<file path="src/rtl/egg_input_ctrl.sv">
// Front-panel input stage for the egg timer: synchronises, debounces and edge-detects
// start/up/down and keeps the selected duration. Auto-repeat enabled by EGG_INPUT_AUTOREPEAT_EN.
module egg_input_ctrl #(
  parameter int SIZE          = 4,
  parameter int DEBOUNCE      = 20,
  parameter int MAX_INIT      = 5,
  parameter int REPEAT_DELAY  = 500,
  parameter int REPEAT_PERIOD = 200
) (
  input  logic            clk,
  input  logic            rst,
  input  logic            btn_start,
  input  logic            btn_up,
  input  logic            btn_down,
  output logic            start,
  output logic [SIZE-1:0] max,
  output logic [2:0]      btn_level
);

  localparam logic [7:0]      DEB_LAST = 8'(DEBOUNCE - 1);
  localparam logic [SIZE-1:0] MAX_TOP  = {SIZE{1'b1}};
  localparam logic [SIZE-1:0] MAX_BOT  = SIZE'(1);
  localparam logic [SIZE-1:0] MAX_RST  = SIZE'(MAX_INIT);

  // Elaboration-time parameter legality
  if (DEBOUNCE < 2 || DEBOUNCE > 255) begin : g_bad_debounce
    $error("egg_input_ctrl: DEBOUNCE out of range");
  end
  if (MAX_INIT < 1 || MAX_INIT > (2 ** SIZE) - 1) begin : g_bad_max_init
    $error("egg_input_ctrl: MAX_INIT out of range");
  end
  if (REPEAT_PERIOD < 1 || REPEAT_PERIOD > REPEAT_DELAY || REPEAT_DELAY > 65535) begin : g_bad_repeat
    $error("egg_input_ctrl: REPEAT_DELAY/REPEAT_PERIOD out of range");
  end

  // Bit order everywhere: [2]=start, [1]=up, [0]=down
  logic [2:0]      raw_s;
  logic [2:0]      sync1_r;
  logic [2:0]      sync2_r;
  logic [2:0]      deb_r;
  logic [2:0]      deb_prev_r;
  logic [2:0]      rise_s;
  logic [7:0]      cnt_r [3];
  logic            start_r;
  logic            inc_r;
  logic            dec_r;
  logic            inc_step_s;
  logic            dec_step_s;
  logic [SIZE-1:0] max_r;
  logic [SIZE-1:0] max_nxt_s;

  assign raw_s  = {btn_start, btn_up, btn_down};
  assign rise_s = deb_r & ~deb_prev_r;

  // Two-flop synchroniser for the asynchronous raw buttons
  always_ff @(posedge clk or negedge rst) begin
    if (!rst) begin
      sync1_r <= 3'b000;
      sync2_r <= 3'b000;
    end else begin
      sync1_r <= raw_s;
      sync2_r <= sync1_r;
    end
  end

  // Debounce: accept a new level only after DEBOUNCE consecutive disagreeing samples
  always_ff @(posedge clk or negedge rst) begin
    if (!rst) begin
      for (int i = 0; i < 3; i++) begin
        cnt_r[i] <= 8'd0;
      end
      deb_r <= 3'b000;
    end else begin
      for (int i = 0; i < 3; i++) begin
        if (sync2_r[i] == deb_r[i]) begin
          cnt_r[i] <= 8'd0;
        end else if (cnt_r[i] == DEB_LAST) begin
          deb_r[i] <= sync2_r[i];
          cnt_r[i] <= 8'd0;
        end else begin
          cnt_r[i] <= cnt_r[i] + 8'd1;
        end
      end
    end
  end

`ifdef EGG_INPUT_AUTOREPEAT_EN
  localparam logic [15:0] REP_FIRE   = 16'(REPEAT_DELAY - 1);
  localparam logic [15:0] REP_RELOAD = 16'(REPEAT_DELAY - REPEAT_PERIOD);

  logic [15:0] hold_cnt_r;
  logic        hold_one_s;
  logic        hold_clr_s;
  logic        rep_s;

  // Only a lone held up or down button repeats; any edge on either restarts the hold time
  assign hold_one_s = deb_r[1] ^ deb_r[0];
  assign hold_clr_s = (|(rise_s[1:0])) | (|(deb_prev_r[1:0] & ~deb_r[1:0])) | ~hold_one_s;
  assign rep_s      = hold_one_s & ~hold_clr_s & (hold_cnt_r == REP_FIRE);

  // Shared hold counter; reloading on a repeat makes later steps REPEAT_PERIOD apart
  always_ff @(posedge clk or negedge rst) begin
    if (!rst) begin
      hold_cnt_r <= 16'd0;
    end else if (hold_clr_s) begin
      hold_cnt_r <= 16'd0;
    end else if (rep_s) begin
      hold_cnt_r <= REP_RELOAD;
    end else begin
      hold_cnt_r <= hold_cnt_r + 16'd1;
    end
  end

  // Step requests: debounced rise plus auto-repeat
  always_comb begin
    inc_step_s = rise_s[1] | (rep_s & deb_r[1]);
    dec_step_s = rise_s[0] | (rep_s & deb_r[0]);
  end
`else
  // Step requests: one per debounced rise
  always_comb begin
    inc_step_s = rise_s[1];
    dec_step_s = rise_s[0];
  end
`endif

  // Registered single-cycle pulses and previous-level flops for edge detection
  always_ff @(posedge clk or negedge rst) begin
    if (!rst) begin
      deb_prev_r <= 3'b000;
      start_r    <= 1'b0;
      inc_r      <= 1'b0;
      dec_r      <= 1'b0;
    end else begin
      deb_prev_r <= deb_r;
      start_r    <= rise_s[2];
      inc_r      <= inc_step_s;
      dec_r      <= dec_step_s;
    end
  end

  // Saturating duration update; simultaneous inc and dec cancel
  always_comb begin
    max_nxt_s = max_r;
    case ({inc_r, dec_r})
      2'b10: begin
        if (max_r == MAX_TOP) begin
          max_nxt_s = max_r;
        end else begin
          max_nxt_s = max_r + SIZE'(1);
        end
      end
      2'b01: begin
        if (max_r <= MAX_BOT) begin
          max_nxt_s = MAX_BOT;
        end else begin
          max_nxt_s = max_r - SIZE'(1);
        end
      end
      default: max_nxt_s = max_r;
    endcase
  end

  // Duration register
  always_ff @(posedge clk or negedge rst) begin
    if (!rst) begin
      max_r <= MAX_RST;
    end else begin
      max_r <= max_nxt_s;
    end
  end

  assign start     = start_r;
  assign max       = max_r;
  assign btn_level = deb_r;

endmodule

</file>
<file path="config.mk">
export PLATFORM = sky130hd
export DESIGN_NAME = egg_input_ctrl
export DESIGN_NICKNAME = d
export VERILOG_FILES = /design/src/rtl/egg_input_ctrl.sv
export SDC_FILE = /design/constraint.sdc
export NUM_CORES = 1
export LEC_CHECK = 0
export ABC_CLOCK_PERIOD_IN_PS = 2100
export BUFFER_PORTS_ARGS = -buffer_cell sky130_fd_sc_hd__buf_2
export CAP_MARGIN = 20
export CORE_MARGIN = 4
export CORE_UTILIZATION = 45
export DETAILED_ROUTE_END_ITERATION = 6
export GPL_ROUTABILITY_DRIVEN = 0
export PLACE_DENSITY = 0.64
export RECOVER_POWER = 50
export SYNTH_ARGS = -nofsm -noshare
export SYNTH_HDL_FRONTEND = slang
export SYNTH_SLANG_ARGS = --single-unit
</file>
<file path="constraint.sdc">
create_clock -name clk -period 2.1 [get_ports clk]
set_clock_uncertainty 0.05 [all_clocks]
set_input_delay 0.315 -clock clk [delete_from_list [all_inputs] [get_ports clk]]
set_output_delay 0.315 -clock clk [all_outputs]
set_load 0.05 [all_outputs]
</file>
======== Yosys cells after proc, flatten, opt, wreduce, memory -nomap -nowiden ========
Index checks and enable logic that the tools add are counted.
storage, ports and cells
  register bits after elaboration ......... 43
  output and inout port bits .............. 8
  word-level logic and storage cells ...... 48
cells by class
  $add $sub $neg .......................... 5
  order comparisons ....................... 1
  equality and inequality tests ........... 10
  multiplexer cells ....................... 9
  bitwise logic cells ..................... 5
  reduce and logical (&&, ||, !) cells .... 5
operator list
  kind                                                             number
  2-to-1 mux 8 bit                                                 6
  adder 8 x 1 -> 8 bit (second input constant)                     3
  equality test 8 x 5 -> 1 bit (second input constant)             3
  2-to-1 mux 4 bit                                                 2
  one-hot mux 4 bit (2 select lines)                               1
  AND reduction 2 bit                                              4
  adder 4 x 1 -> 4 bit (second input constant)                     1
  equality test 4 bit (second input constant)                      1
  less-or-equal comparator 4 x 1 -> 1 bit (second input constant)  1
  subtractor 4 x 1 -> 4 bit (second input constant)                1
  bitwise AND 3 bit                                                1
  equality test 1 bit                                              3
  NOT 1 bit                                                        3
  NOT 3 bit                                                        1
  equality test 2 x 1 -> 1 bit (second input constant)             1
  equality test 2 bit (second input constant)                      1
  inequality test 2 bit (second input constant)                    1
  nonzero test 2 bit                                               1

======== Longest topological paths before layout ========
Gate-level depths: netlist (run 1).
  depth in word-level cells ............... 3
  gate-level depth with buffers ........... 6
  depth with buffers taken out ............ 6

======== Least setup slack after synthesis (run 1) ========
OpenSTA, ideal clock, no wires.
  kind .................................... reg2reg
  from .................................... register max_r[1] (netlist: max[1])
  to ...................................... register max_r[1] (netlist: max[1])
  library setup time ...................... 0.118 ns
  arrival ................................. 1.518 ns
  path slack .............................. 0.414 ns
  cell stages (with the launch flop) ...... 7
  path buffers ............................ 0
  clock period less this slack ............ 1.686 ns
  path through ............................ dfrtp_1 > inv_1 > ha_1 > nor2_1 > o31ai_1 > o32ai_1 > a21o_1
on the way
  longest elaborated chain between the ends .. 3
  elaborated cells on any way between the ends .. 9
  those cells by class .................... 2 x add/sub; 1 x order compare; 2 x eq/ne; 3 x mux; 1 x reduce/logical
RTL lines
  item                                                                              line  text
  start, declared                                                                   49    logic [SIZE-1:0] max_r;
  start signal, assigned                                                            169   max_r <= max_nxt_s;
  subtractor 4 x 1 -> 4 bit, or another cell as far along                           157   max_nxt_s = max_r - SIZE'(1);
  2-to-1 mux 4 bit, or another cell as far along                                    154   if (max_r <= MAX_BOT) begin
  one-hot mux 4 bit (2 select lines) / AND reduction 2 bit (equally long branches)  --
Parallel ways exist; a longest one is shown, timed or not. The select of a mux whose other input is x is not followed.
A chain may end at the register's enable or synchronous reset.

======== Final worst setup path (run 1) ========
  from .................................... register max_r[0] (netlist: max[0])
  to ...................................... register max_r[1] (netlist: max[1])
The elaborated chain is that of the path after synthesis.

==> run metrics, run 1 <==
status=completed; Post-Route WL=between 3000 and 4000 µm; Root Driver=clkbuf_8; syn_area_per_cell=11.56 µm²; DRT Pass-1 Iters=4; Clock power frac=0.356; Compound-Gate Fraction of Synth Area=0.03652; Layout area overhead=11.95%; layout cells sized above 1=0.1351; Pleak=1.031 nW; design area=roughly 2100 µm²; Total Routing Usage GR=0.1344; CP Launch Point=max[0]; top-count cell post-synth=dfrtp_1; Post-synth EDFFs=0; CP max-delay cell=dfstp_2; leading post-synthesis cells by cell area=dfrtp_1 (54%), xor2_1 (6.0%), ha_1 (6.0%); Synthesis Warnings=0; height of the die=72.71 µm; htree depth=2; DR iter-0 viols=38; final core occ=0.5236; xor/xnor share of the synthesized area=0.09296; internal power=between 1 and 1.5 mW; R2R Path Start=max[0]; Simple-Gate Fraction of Synth Area=0.1992; Seq cells post-synth=43; Initial Util=0.4677; DRC Markers=0; DR vias/cell=5.349; critical path cell sequence=ha_1 -> nor2_1 -> o31ai_1 -> o32ai_1 -> a21o_1; largest family of logic cells by synthesized area=simple AND/OR/NAND/NOR gates; Distinct cells, synth=31; Sink Count=between 40 and 50; Hold Crit Class=primary input to flip-flop; WP data required=2.24 ns; Hold Fails Final Rpt=0; final setup fails=0; io pins=13; relative slew slack=0.6017; global-route wire length before repair=5464 µm; Slew Limit Fails=0; initial antenna violation count=0; worst setup margin=between 0.4 and 0.5 ns; Clk Latency, worst-skew pair=0.29 ns; crit-path max cell delay=0.60 ns; portion of netlist area occupied by mux cells=0.02922; arrival time worst endpoint=~1.8 ns; vias=1257; vias in the first global route=1284; cell area after synthesis=1884 µm²; Post-Synth Adder-Cell Area=0.05976; Core ar.=4029 µm²; hold path startpoint=btn_down; combinational power share=0.042; die area=5287 µm²; # nets final=198; Die Wd=72.71 µm; VDD IR max=0.0004111 V; Ant. Diodes=0; startpoint types=flip-flop; element type at the critical path end=flip-flop; worst hold slack=0.07493 ns; clock-pin slew on the worst setup and hold paths=0.07 ns; commonest cells in the synthesized netlist=dfrtp_1 (41), nor2_1 (24), nand3_1 (15), xor2_1 (13); Placed Area=2014 µm²; average wire per standard cell=roughly 13 µm; worst slack, placed=around 0.47 ns; PortBufs=12; cell accounting for the most synthesized area=dfrtp_1; sw power=0.3121 mW; setup TNS=0 ns; Fmax achieved=609.3 MHz; DP HPWL=around 2300 µm; Worst Tran Pin Value=between 0.5 and 0.6 ns; post-CTS setup buffer count=0; Async S/R FF share, synth=1.000; post-route minimum period=approximately 1.6 ns; Max Cap Viol=0; Clock Path Buffers=2; Final Cycle Share=0.7815; Seq pwr share=0.602; grt ovf=0; cts bufs inserted=5; Primary FF master, synth=dfrtp_1; Net Sw Frac=0.2155; Setup CP Type=flip-flop to flip-flop; CP max FO=8; Synthesized Nets=177; RSZ-0062 raised after global routing=no; Mapped Cells=163; largest net degree at the start of global routing=27; Synth top area share=0.5445; DRT antenna net count=0; Row Count=23; sequential area share after synthesis=0.5724; Cell Pwr Density=686.5 nW/µm²; CTS tree=yes
-- through the flow --
stage,instances,power [mW]
after floorplan,163,0.9136
after global placement,226,0.9438
after detailed placement,226,0.9486
after CTS,235,1.474
after global routing,235,1.516
final,235,1.448
-- power groups by stage --
| stage | Clock (mW) | Sequential, mW | Combinational [mW] |
|---|---|---|---|
| after global routing | 0.571 | 0.874 | 0.0706 |
| after global placement | 0 | 0.885 | 0.0591 |
| after detailed placement | 0 | 0.886 | 0.0624 |
| final | 0.516 | 0.871 | 0.0613 |
| after CTS | 0.540 | 0.870 | 0.0639 |
| after floorplan | 0 | 0.881 | 0.0324 |
-- state kept, by name (all words and copies together), names as in the netlist --
name / cells
cnt_r: 24
sync2_r: 3
deb_prev_r: 3
dec_r: 1
start: 1
btn_level: 3
inc_r: 1
max: 4
sync1_r: 3
-- worst paths after layout --
check,endpoint,slack (ns),cells after the start
setup / recovery,max[1],0.46,5
hold / removal,sync1_r[0],0.07,1
setup reg to reg,max[1],0.46,5
hold reg to reg,sync2_r[2],0.30,0
max in group asynchronous,cnt_r[17],0.67,3
min in group asynchronous,max[3],0.51,2
-- final cells by class --
type | count | area (µm²)
Clock buffer | 7 | 86.33
Clock inverter | 1 | 5.005
Fill cell | 367 | 1919
Inverter | 5 | 18.77
Multi-Input combinational cell | 115 | 787.0
Sequential cell | 43 | 1079
Tap cell | 50 | 62.56
Timing Repair Buffer | 14 | 71.32
-- logic make-up after synthesis --
kind of cell    count (synthesis)
buf+inv                         5
flops                          43
compound gates                 10
fa+ha+maj                       9
mux                             5
simple gates                   71
xor+xnor                       20
-- repair_timing --
| item | CTS | global route |
|---|---|---|
| hold buffers | 1 | 0 |
| endpoints found under the hold margin | 23 | 0 |
| gates resized for setup | 0 | 0 |
-- worst max-delay path: cells and delay by family (launching register included) --
family,cells,cell delay (ns)
compound gates,3,0.62
fa+ha+maj,1,0.21
flops,1,0.60
simple gates,1,0.06
-- cells in the final DEF, fill, tap and decap left out --
cell type,count
a31oi_1,2
o32ai_1,1
and2_0,2
clkbuf_8,6
xnor2_1,7
nor2b_1,4
o31ai_1,1
and3_1,9
inv_1,5
a21o_1,1
mux2_2,4
nand4b_1,1
nor4bb_1,1
clkinv_2,1
a21oi_1,2
nor2_1,24
nor4b_1,1
dlygate4sd3_1,1
o311ai_0,2
dfstp_2,2
ha_1,9
clkbuf_2,1
o21ai_0,1
nand4_1,2
buf_2,9
nand2_1,4
xor2_1,13
nor4_2,1
or4_4,1
nor4_1,1
nand2b_1,3
nor3_1,1
clkbuf_1,4
nand3_1,15
dfrtp_1,41
mux2i_1,1
nand3b_1,1
-- layer usage --
metal	share of wire	up-vias	routed length, µm	global-route usage
met5	0	-	0	0
met4	0.024	0	74	0.07582
met3	0.046	8	143	0.03444
met2	0.46	31	1455	0.2154
met1	0.47	618	1461	0.1646
li1	-	600	-	-
Note: power is estimated with default switching activity, not from simulation.
==> run 2: changes to the inputs <==
--- a/config.mk
+++ b/config.mk
@@ -5,7 +5,7 @@
 export SDC_FILE = /design/constraint.sdc
 export NUM_CORES = 1
 export LEC_CHECK = 0
-export ABC_CLOCK_PERIOD_IN_PS = 2100
+export ABC_CLOCK_PERIOD_IN_PS = 1620
 export BUFFER_PORTS_ARGS = -buffer_cell sky130_fd_sc_hd__buf_2
 export CAP_MARGIN = 20
 export CORE_MARGIN = 4
==> constraint.sdc (replaced) <==
create_clock -name clk -period 1.62 [get_ports clk]
set_clock_uncertainty 0.05 [all_clocks]
set_input_delay 0.243 -clock clk [delete_from_list [all_inputs] [get_ports clk]]
set_output_delay 0.243 -clock clk [all_outputs]
set_load 0.05 [all_outputs]
==> run 2 against run 1 <==
- sequential share of layout area shrank 2.2 points
- core utilization grew 2.6 points
- flip-flop and latch count is the same
- routed wire length shrank 0.45%
- count of clock-buffer cells in the layout is the same
- sequential power grew 30%
- critical path depth shrank 1
- clock power grew 41%
- combinational power grew 51%
- first-iteration DRC count shrank 21%
- total power grew 35%
- global-route usage grew 0.43 points
- critical path type unchanged
- critical endpoint is now max[3]
- largest cell class unchanged
- largest power group unchanged
- highest routed layer unchanged
==> run metrics, run 2 (synthesis gave the netlist of run 1 again) <==
grt ovf=0 (unchanged); Root Driver=clkbuf_8 (unchanged); clock-pin slew on the worst setup and hold paths=0.08 ns (was 0.07 ns); overall power=1.948 mW (was 1.448 mW); VDD IR max=0.0005187 V (was 0.0004111 V); relative slew slack=0.3678 (was 0.6017); Total Routing Usage GR=0.1386 (was 0.1344); vias in the first global route=1305 (was 1284); DR iter-0 viols=30 (was 38); delay-heaviest family, CP=simple AND/OR/NAND/NOR gates (was compound AO/OA/AOI/OAI gates); Core ar.=4029 µm² (unchanged); layout cells sized above 1=0.1852 (was 0.1351); Max Cap Viol=0 (unchanged); worst hold slack=0.3055 ns (was 0.07493 ns); reg2reg setup slack=0.08 ns (was 0.46 ns); Sink Count=43 (unchanged); DRT Pass-1 Iters=4 (unchanged); element type at the critical path end=flip-flop (unchanged); DRT antenna net count=0 (unchanged); Final Cycle Share=0.9505 (was 0.7815); average wire per standard cell=13.05 µm (was 13.34 µm); vias=1254 (was 1257); most frequent cells in the layout=dfrtp_1 (40), nor2_1 (24), nand3_1 (15) (was dfrtp_1 (41), nor2_1 (24), nand3_1 (15)); htree depth=2 (unchanged); DP HPWL=2338 µm (was 2302 µm); leading cell type in the layout, fill and taps excluded=dfrtp_1 (unchanged); io pins=13 (unchanged); Clk Latency, worst-skew pair=0.29 ns (about the same); Row Count=23 (unchanged); Initial Util=0.4677 (unchanged); Placed Area=2052 µm² (was 2014 µm²); Net Sw Frac=0.2164 (was 0.2155); status=completed (unchanged); WP buf/inv=0 (unchanged); sw power=0.4217 mW (was 0.3121 mW); Setup CP Type=flip-flop to flip-flop (unchanged); post-CTS setup buffer count=0 (unchanged); cts bufs inserted=5 (unchanged); worst slack, placed=0.02988 ns (was 0.4689 ns); Seq pwr share=0.579 (was 0.602); fillers=354 (was 367); Clock power frac=0.374 (was 0.356); design area=2213 µm² (was 2110 µm²); Hold Fails Final Rpt=0 (unchanged); placed insts=227 (was 226); internal power=1.527 mW (was 1.136 mW); # nets final=202 (was 198); Hold Crit Class=flip-flop to flip-flop (was primary input to flip-flop); height of the die=72.71 µm (unchanged); Clock Path Buffers=2 (unchanged); CTS tree=yes (unchanged); Cell Pwr Density=880.3 nW/µm² (was 686.5 nW/µm²); largest reg by FF count=cnt_r (unchanged); Largest register FFs=24 (unchanged); Post-Route WL=3120 µm (was 3134 µm); die area=5287 µm² (unchanged); Final Non-Filler Cells=239 (was 235); crit-path max cell delay=0.57 ns (was 0.60 ns); setup TNS=0 ns (unchanged); Layout area overhead=17.46% (was 11.95%); DR vias/cell=5.247 (was 5.349); Fmax achieved=649.4 MHz (was 609.3 MHz); initial antenna violation count=0 (unchanged); Pleak=1.063 nW (was 1.031 nW); Slew Limit Fails=0 (unchanged); CP max FO=8 (unchanged); global-route wire length before repair=5685 µm (was 5464 µm); post-route minimum period=1.540 ns (was 1.641 ns); critical path cell sequence=or4_4 -> nor4_4 -> a21oi_1 -> a21oi_1 (was ha_1 -> nor2_1 -> o31ai_1 -> o32ai_1 -> a21o_1); startpoint types=flip-flop (unchanged); final core occ=0.5494 (was 0.5236); CP dominant cell by count=a21oi_1; Ant. Diodes=0 (unchanged); PortBufs=12 (unchanged); CP max-delay cell=or4_4 (was dfstp_2); combinational power share=0.048 (was 0.042); WP data required=1.79 ns (was 2.24 ns); worst setup margin=0.08014 ns (was 0.4588 ns); Worst Tran Pin Value=0.9483 ns (was 0.6000 ns); DRC Markers=0 (unchanged); final setup fails=0 (unchanged); largest net degree at the start of global routing=28 (was 27); arrival time worst endpoint=1.71 ns (was 1.78 ns); Die Wd=72.71 µm (unchanged)
run 2: cell type report:
cell class,count,area (µm²),share of cell area
Inverter,5,18.77,0.008479
Multi-Input combinational cell,115,818.3,0.3697
Timing Repair Buffer,18,126.4,0.05709
Clock inverter,1,7.507,0.003392
Clock buffer,7,96.34,0.04353
Sequential cell,43,1084,0.4895
Tap cell,50,62.56,0.02826
run 2: final timing paths:
kind                              end  startpoint  depth (start not counted)
max                            max[3]      max[0]                          4
min                        sync2_r[2]  sync1_r[2]                          0
max reg2reg                    max[3]      max[0]                          4
min reg2reg                sync2_r[2]  sync1_r[2]                          0
max in group asynchronous      max[0]         rst                          3
min in group asynchronous   cnt_r[16]         rst                          2
run 2: power groups by stage:
stage	registers (mW)	clock network, mW	logic, mW
4_1_cts	1.13	0.763	0.0941
2_1_floorplan	1.14	0	0.0420
6_report	1.13	0.728	0.0928
5_1_grt	1.13	0.812	0.110
3_5_place_dp	1.15	0	0.0889
3_3_place_gp	1.15	0	0.0841
run 2: metal layers:
layer,vias up,track usage,wire length [µm],part of all wire
met1,617,0.1731,1419,0.45
met4,0,0.04303,43,0.014
li1,611,-,-,-
met5,-,0,0,0
met3,6,0.04683,129,0.041
met2,20,0.2275,1527,0.49
run 2: what timing repair did:
action | 4_1_cts | 5_1_grt
resized for setup | 0 | 6
hold buffers | 3 | 1
endpoints found under the setup margin | 0 | 9
endpoints found under the hold margin | 18 | 1
